### config.mk
export PLATFORM = sky130hd
export DESIGN_NAME = sync_fifo_ctrl
export DESIGN_NICKNAME = d
export VERILOG_FILES = /design/src/rtl/sync_fifo_ctrl.sv
export SDC_FILE = /design/constraint.sdc
export NUM_CORES = 1
export LEC_CHECK = 0
export BUFFER_PORTS_ARGS = -buffer_cell sky130_fd_sc_hd__buf_4
export CAP_MARGIN = 10
export CORE_MARGIN = 2
export CORE_UTILIZATION = 34
export DETAILED_ROUTE_END_ITERATION = 10
export PLACE_DENSITY = 0.65
export SYNTH_ARGS = -nofsm -noshare
export SYNTH_HDL_FRONTEND = slang
export SYNTH_SLANG_ARGS = --single-unit
### constraint.sdc
create_clock -name i_clk -period 2.7 [get_ports i_clk]
set_input_delay 0.27 -clock i_clk [delete_from_list [all_inputs] [get_ports i_clk]]
set_output_delay 0.27 -clock i_clk [all_outputs]
set_load 0.02 [all_outputs]
### src/rtl/sync_fifo_ctrl.sv
// Synchronous FIFO controller for an external 1W/1R RAM with a registered read port.
// Keeps the pointers, occupancy and status flags, and drives the RAM strobes and addresses.
module sync_fifo_ctrl #(
    parameter int P_DATA_WIDTH    = 4,
    parameter int P_ADDR_DEPTH    = 128,
    parameter int P_AFULL_THRESH  = 120,
    parameter int P_AEMPTY_THRESH = 8,
    localparam int AW             = $clog2(P_ADDR_DEPTH)
) (
    input  logic                    i_clk,
    input  logic                    i_rst,
    input  logic                    i_wr_en,
    input  logic [P_DATA_WIDTH-1:0] i_wr_data,
    input  logic                    i_rd_en,
    output logic [P_DATA_WIDTH-1:0] o_rd_data,
    output logic                    o_rd_valid,
    output logic                    o_full,
    output logic                    o_empty,
    output logic                    o_almost_full,
    output logic                    o_almost_empty,
    output logic [AW:0]             o_count,
    output logic                    o_overflow,
    output logic                    o_underflow,
    output logic                    o_ram_ena,
    output logic [P_DATA_WIDTH-1:0] o_ram_wdata,
    output logic [AW-1:0]           o_ram_waddr,
    output logic                    o_ram_enb,
    output logic [AW-1:0]           o_ram_raddr,
    input  logic [P_DATA_WIDTH-1:0] i_ram_rdata
);

    localparam logic [AW:0] DEPTH_C  = (AW+1)'(P_ADDR_DEPTH);
    localparam logic [AW:0] AFULL_C  = (AW+1)'(P_AFULL_THRESH);
    localparam logic [AW:0] AEMPTY_C = (AW+1)'(P_AEMPTY_THRESH);

    logic [AW-1:0] wptr_q, wptr_d;
    logic [AW-1:0] rptr_q, rptr_d;
    logic [AW:0]   count_q, count_d;
    logic          full_q, empty_q, afull_q, aempty_q;
    logic          rd_valid_q, overflow_q, underflow_q;
    logic          wr_acc, rd_acc;

    assign wr_acc = i_wr_en & ~full_q;
    assign rd_acc = i_rd_en & ~empty_q;

    assign o_ram_ena   = wr_acc;
    assign o_ram_waddr = wptr_q;
    assign o_ram_wdata = i_wr_data;
    assign o_ram_enb   = rd_acc;
    assign o_ram_raddr = rptr_q;

    assign o_rd_data      = i_ram_rdata;
    assign o_rd_valid     = rd_valid_q;
    assign o_full         = full_q;
    assign o_empty        = empty_q;
    assign o_almost_full  = afull_q;
    assign o_almost_empty = aempty_q;
    assign o_count        = count_q;
    assign o_overflow     = overflow_q;
    assign o_underflow    = underflow_q;

    // Depth is a power of two, so pointers wrap by natural overflow.
    always_comb begin
        wptr_d  = wr_acc ? wptr_q + 1'b1 : wptr_q;
        rptr_d  = rd_acc ? rptr_q + 1'b1 : rptr_q;
        count_d = count_q;
        case ({wr_acc, rd_acc})
            2'b10:   count_d = count_q + 1'b1;
            2'b01:   count_d = count_q - 1'b1;
            default: count_d = count_q;
        endcase
    end

    // Flags are derived from next-count so they line up with the registered count.
    always_ff @(posedge i_clk or negedge i_rst) begin
        if (!i_rst) begin
            wptr_q      <= '0;
            rptr_q      <= '0;
            count_q     <= '0;
            full_q      <= 1'b0;
            empty_q     <= 1'b1;
            afull_q     <= 1'b0;
            aempty_q    <= 1'b1;
            rd_valid_q  <= 1'b0;
            overflow_q  <= 1'b0;
            underflow_q <= 1'b0;
        end else begin
            wptr_q      <= wptr_d;
            rptr_q      <= rptr_d;
            count_q     <= count_d;
            full_q      <= (count_d == DEPTH_C);
            empty_q     <= (count_d == '0);
            afull_q     <= (count_d >= AFULL_C);
            aempty_q    <= (count_d <= AEMPTY_C);
            rd_valid_q  <= rd_acc;
            overflow_q  <= i_wr_en & full_q;
            underflow_q <= i_rd_en & empty_q;
        end
    end

endmodule

==> out/metrics.yaml, run 1 <==
clock_network:
  clkLatencyLatePin_ns: 0.28
  cts_made_buffers: 5
  cts_root_buf: "clkbuf_8"
  clk_path_buf_depth: 2
  post-cts-setup-buffer-count: 0
  numClockSinks: 29
  clkTransAtPathRegs_ns: 0.06
  cts_htree_levels: 2
  cts_tree: "built"
final_layout:
  final_common_cell: "buf_4"
  drive_gt1_share_pct: 29.0
  syn2layout_area_growth_pct: 21.9
  fillers: 482
  layout_common_cells: "41 x buf_4, 27 x dfrtp_1, 21 x nand2_1"
  final_core_util_pct: 43.8
  fin_area_um2: 2110
  insertedDiodeCount: 0
  final_cells: 274
  final_nets: 222
setup_path:
  ff2ff_setup_slack_ns: 0.25
  crit_arrival_ns: 2.60
  cp_max_fo: 4
  cp-start-kind: "register"
  cp.required_ns: 2.85
  critical_path_class: "register to register"
  crit_path_end_kind: "register"
synth:
  syn-instance-count: 177
  synth-main-ff-cell: "dfrtp_1"
  syn_area_um2: 1730
  ys_warn_count: 0
  synth_cell_types: 53
  ys_seq_area_share_pct: 42.1
  synth-seq-cells: 29
  syn_area_per_cell_um2: 9.78
  synth_edf_count: 0
  async_reset_ff_share_pct: 100
  syn_nets: 193
place:
  place.detailed.hpwl_mm: 2.75
  portBuffers: 34
  dp.cells: 265
  gp_congestion: 0.821
  preCtsSetupSlack_ns: 0.205
  placed_area_um2: 2000
timing:
  hold_viol_final: 0
  worstMarginPinSlew_ns: 0.508
  setup_tns_ns: 0
  rsz0062_at_grt: "no"
  fin_skew_ns: 0.00403
  period_needed_ns: 2.45
  timing.final.crit_share_pct: 90.7
  whs_ns: 0.210
  finalMaxSlewViolations: 0
  final.setup.worst_slack_ns: 0.251
  fmax_mhz: 408
  slew-limit-headroom_pct: 66.2
  setup_violations: 0
drt:
  viasPerCell: 5.06
  wl_per_cell_um: 13.8
  route.detailed.drc: 0
  final_antenna_net_count: 0
  drt_iter0_drc: 47
  drt-pass1-iter-count: 4
  vias: 1386
  routed_wl_mm: 3.79
floorplan:
  die_area_um2: 5680
  start_util_pct: 35.9
  io_pins: 51
  die_y_um: 75.4
  fp.coreArea_um2: 4820
  rows: 25
  die_w_um: 75.4
global_route:
  antenna_found_initial: 0
  grt_pass1_vias: 1292
  grt_overflow_total: 0
  grt_max_degree: 30
  grt_pass1_wl_mm: 6.20
  grt_use_total_pct: 14.4
pwr:
  clockPowerShare_pct: 14.8
  p_leak_nw: 0.957
  seq_power_share_pct: 36.9
  power_mw: 2.40
  swShare_pct: 44.1
  combinationalPowerShare_pct: 48.3
  switchingPower_mw: 1.06
  intPower_mw: 1.34
  powerDensity_nw_per_um2: 1140
  vdd_ir_drop_max_v: 0.000362
run:
  maxCapViolations: 0
hold_path:
  min_path_type: "input pin to register"
outcome:
  status: "finished, final reports clean"
-- final cells by class --
type	count	area (um^2)	area share, %
inverters	8	30.0	1.42
flip-flops and latches	29	728	34.5
repair buffers	42	318	15.1
multi-input cells	120	861	40.8
well taps	67	83.8	3.97
clock buffers	8	90.1	4.27
-- synth_stat cells (3+ instances only) --
library cell	n	area [um^2]
buf_4	10	75.1
ha_1	4	50.1
o21ai_0	3	15.0
a21oi_1	3	15.0
nand4_1	6	37.5
nor3_1	3	15.0
dfrtp_1	27	676
inv_1	7	26.3
nand2_1	21	78.8
or4_1	3	22.5
nor2_1	9	33.8
nor4_1	3	18.8
buf_2	6	30.0
nand2b_1	3	18.8
xnor2_1	12	105
xor2_1	6	52.6
and2_1	3	18.8
-- power by group through the flow --
stage	clock network, mW	logic, mW	registers [mW]
final	0.356	1.16	0.886
after global routing	0.388	1.28	0.919
after CTS	0.371	1.16	0.883
after detailed placement	0	1.15	0.889
after global placement	0	1.14	0.881
after floorplan	0	0.669	0.966
-- state kept, by name, summed over array words and instances, names as in the netlist --
name	count
o_count	8
o_ram_raddr	7
o_ram_waddr	7
o_almost_empty	1
o_almost_full	1
o_empty	1
o_full	1
o_overflow	1
o_rd_valid	1
o_underflow	1
-- per-layer routing --
metal / share of wire, % / track usage, %
met5: 0 / 0
met4: 0.84 / 5.65
met3: 5.5 / 2.78
met2: 48 / 22.6
met1: 46 / 19.5
-- worst max-delay path, cell delays in order, from the launching register on --
cell and delay [ns]:
dfstp_2 0.53, nand2b_1 0.16, inv_2 0.05, nand2_1 0.09, xnor2_1 0.13, ha_2 0.22, nand2_1 0.08, o21ai_1 0.16
a21boi_0 0.14, or4_1 0.54, o311ai_2 0.14, nor4b_2 0.09
-- final timing paths --
kind,to,start,cells after the start
worst min-delay path,o_overflow,i_wr_en,2
max in group asynchronous,o_empty,i_rst,2
min in group asynchronous,o_ram_raddr[5],i_rst,2
worst max-delay path,o_full,o_empty,11
worst max register to register,o_full,o_empty,11
worst min register to register,o_ram_waddr[6],o_ram_waddr[6],1
-- cell families after synthesis --
kind of cell             share of synthesized area, %
multiplexers                                     1.23
adder cells (fa/ha/maj)                          2.89
AND/OR/NAND/NOR                                  19.4
XOR/XNOR                                         9.10
AO/OA/AOI/OAI                                    16.3
flip-flops                                       42.1
buffers and inverters                            9.10
-- what timing repair did --
action,CTS,global route
hold buffers,1,0
gates resized for setup,0,4
endpoints found under the hold margin,27,0
endpoints found under the setup margin,0,4
(Power assumes the default switching activity.)
==> run 2, diff against run 1 <==
==> constraint.sdc (replaced) <==
create_clock -name i_clk -period 2.7 [get_ports i_clk]
set_input_delay 0.405 -clock i_clk [delete_from_list [all_inputs] [get_ports i_clk]]
set_output_delay 0.405 -clock i_clk [all_outputs]
set_load 0.02 [all_outputs]
==> out/metrics.yaml, run 2 (synthesis gave the netlist of run 1 again) <==
setup_path:
  crit_start: "o_empty"
  critical_path_class: "register to register"
  crit_path_end_kind: "register"
  critPathMaxStageDelay_ns: 0.53  # about the same
  cp-start-kind: "register"
  cp_max_fo: 4  # unchanged
  slowest_stage: "dfstp_2"
  reg2reg_from: "o_empty"
  crit_arrival_ns: 2.64  # +0.04 ns
  cp.required_ns: 2.88  # +0.03 ns
  path_cells: "nand2b_1 -> inv_2 -> nand2_1 -> xnor2_1 -> ha_2 -> a21o_1 -> and3_1 -> o21ai_0 -> a211oi_1 -> o211ai_1 -> nor4b_2"
hold_path:
  min_path_type: "input pin to asynchronous set/reset pin"
final_layout:
  layout_common_cells: "40 x buf_4, 27 x dfrtp_1, 21 x nand2_1"
  final_core_util_pct: 43.3  # -0.52 points
  drive_gt1_share_pct: 29.3  # +0.28 points
  syn2layout_area_growth_pct: 20.4
  fillers: 511  # +6.0%
  fin_area_um2: 2090  # -1.2%
  seq_area_um2: 728  # unchanged
  largest_reg_flops: 8  # unchanged
  final_nets: 220  # -0.90%
  insertedDiodeCount: 0  # unchanged
  multiInputGateArea_um2: 861  # unchanged
  final_common_cell: "buf_4"
timing:
  worstMarginPinSlew_ns: 0.505  # -0.00243 ns
  fmax_mhz: 407  # -0.40%
  hold_viol_final: 0  # unchanged
  timing.final.crit_share_pct: 91.1  # +0.37 points
  period_needed_ns: 2.46  # +0.00995 ns
  setup_tns_ns: 0  # unchanged
  rsz0062_at_grt: "no"
  fin_skew_ns: 0.00528  # +0.00125 ns
  setup_violations: 0  # unchanged
  finalMaxSlewViolations: 0  # unchanged
  slew-limit-headroom_pct: 66.3  # +0.16 points
  whs_ns: 0.0363  # -0.174 ns
clock_network:
  post-cts-setup-buffer-count: 0  # unchanged
  cts_tree: "built"
  cts_made_buffers: 5  # unchanged
  numClockSinks: 29  # unchanged
  clkLatencyLatePin_ns: 0.28  # about the same
  cts_root_buf: "clkbuf_8"
  cts_resized: 0  # unchanged
  clkTransAtPathRegs_ns: 0.06  # about the same
  holdBufCountCts: 0  # -1
  clk_path_buf_depth: 2  # unchanged
  cts_htree_levels: 2  # unchanged
outcome:
  status: "finished, final reports clean"
global_route:
  antenna_found_initial: 0  # unchanged
  grt_use_total_pct: 14.2  # -0.13 points
  top_usage_layer: "met2"
  grt_max_degree: 30  # unchanged
  grt_pass1_wl_mm: 6.12  # -1.2%
  gr-usage-met3_pct: 4.10  # +1.3 points
  grt_overflow_total: 0  # unchanged
  grt_pass1_vias: 1317  # +1.9%
  grt_use_met1_pct: 17.1  # -2.4 points
  use_met2_pct: 24.1  # +1.4 points
floorplan:
  die_w_um: 75.4  # unchanged
  start_util_pct: 35.9  # unchanged
  rows: 25  # unchanged
  io_pins: 51  # unchanged
  die_y_um: 75.4  # unchanged
  die_area_um2: 5680  # unchanged
  fp.coreArea_um2: 4820  # unchanged
pwr:
  powerDensity_nw_per_um2: 1130  # -0.53%
  power_mw: 2.36  # -1.7%
  vdd_ir_drop_max_v: 0.000417  # +15%
  p_leak_nw: 0.948  # -0.95%
place:
  place.detailed.hpwl_mm: 2.64  # -4.1%
  portBuffers: 34  # unchanged
  placed_area_um2: 1990  # -0.38%
  gp_congestion: 0.836  # +1.8%
drt:
  wl_per_cell_um: 13.5  # -2.6%
  final_antenna_net_count: 0  # unchanged
  routed_wl_mm: 3.67  # -3.3%
  route.detailed.drc: 0  # unchanged
  viasPerCell: 5.04  # -0.35%
  drt-pass1-iter-count: 4  # unchanged
  drt_iter0_drc: 72  # +53%
  vias: 1371  # -1.1%
run:
  maxCapViolations: 0  # unchanged
-- run 2: cell count changes in the layout (fill, tap and decap cells not counted), sizes merged --
cell         delta
clkinv          +2
buf             -1
clkbuf          -2
dlygate4sd3     -1
-- run 2: where the power goes --
| part | internal [mW] | switching (mW) | total [mW] | leakage [nW] |
|---|---|---|---|---|
| clock network | 0.178 | 0.155 | 0.332 | 0.0450 |
| logic | 0.525 | 0.624 | 1.15 | 0.544 |
| registers | 0.608 | 0.273 | 0.881 | 0.358 |
-- run 2: path summary, 6_finish.rpt --
path / endpoint / slack, ns / depth (start not counted)
max: o_full / 0.24 / 11
min: o_ram_raddr[4] / 0.04 / 1
max reg2reg: o_full / 0.24 / 11
min reg2reg: o_ram_waddr[6] / 0.47 / 1
max in group asynchronous: o_almost_empty / 2.34 / 1
min in group i_clk: o_overflow / 0.34 / 2
-- run 2: worst max-delay path, delay by kind of cell, from the launching register on --
kind	cells	cell delay, ns
XOR/XNOR	1	0.13
buffers and inverters	1	0.05
flip-flops	1	0.53
AO/OA/AOI/OAI	4	0.77
AND/OR/NAND/NOR	4	0.66
adder cells (fa/ha/maj)	1	0.23
-- run 2: layer usage --
layer	vias to the layer above	share of wire (%)
met4	0	1.6
li1	673	-
met1	659	44
met2	33	48
met3	6	5.4
met5	-	0
-- run 2: per-stage QoR --
| step | worst slack [ns] | std cells |
|---|---|---|
| final | 0.241 | 272 |
| after global routing | 0.0119 | 272 |
| after CTS | 0.132 | 272 |
| after detailed placement | 0.152 | 264 |
| after global placement | 0.205 | 264 |
| after floorplan | 0.103 | 177 |
-- run 2: area by class of cell --
cell class | count | share of cell area, %
Sequential cell | 29 | 34.9
Timing Repair Buffer | 40 | 14.4
Multi-Input combinational cell | 120 | 41.3
Clock buffer | 6 | 3.48
Inverter | 8 | 1.44
Clock inverter | 2 | 0.480
Tap cell | 67 | 4.02
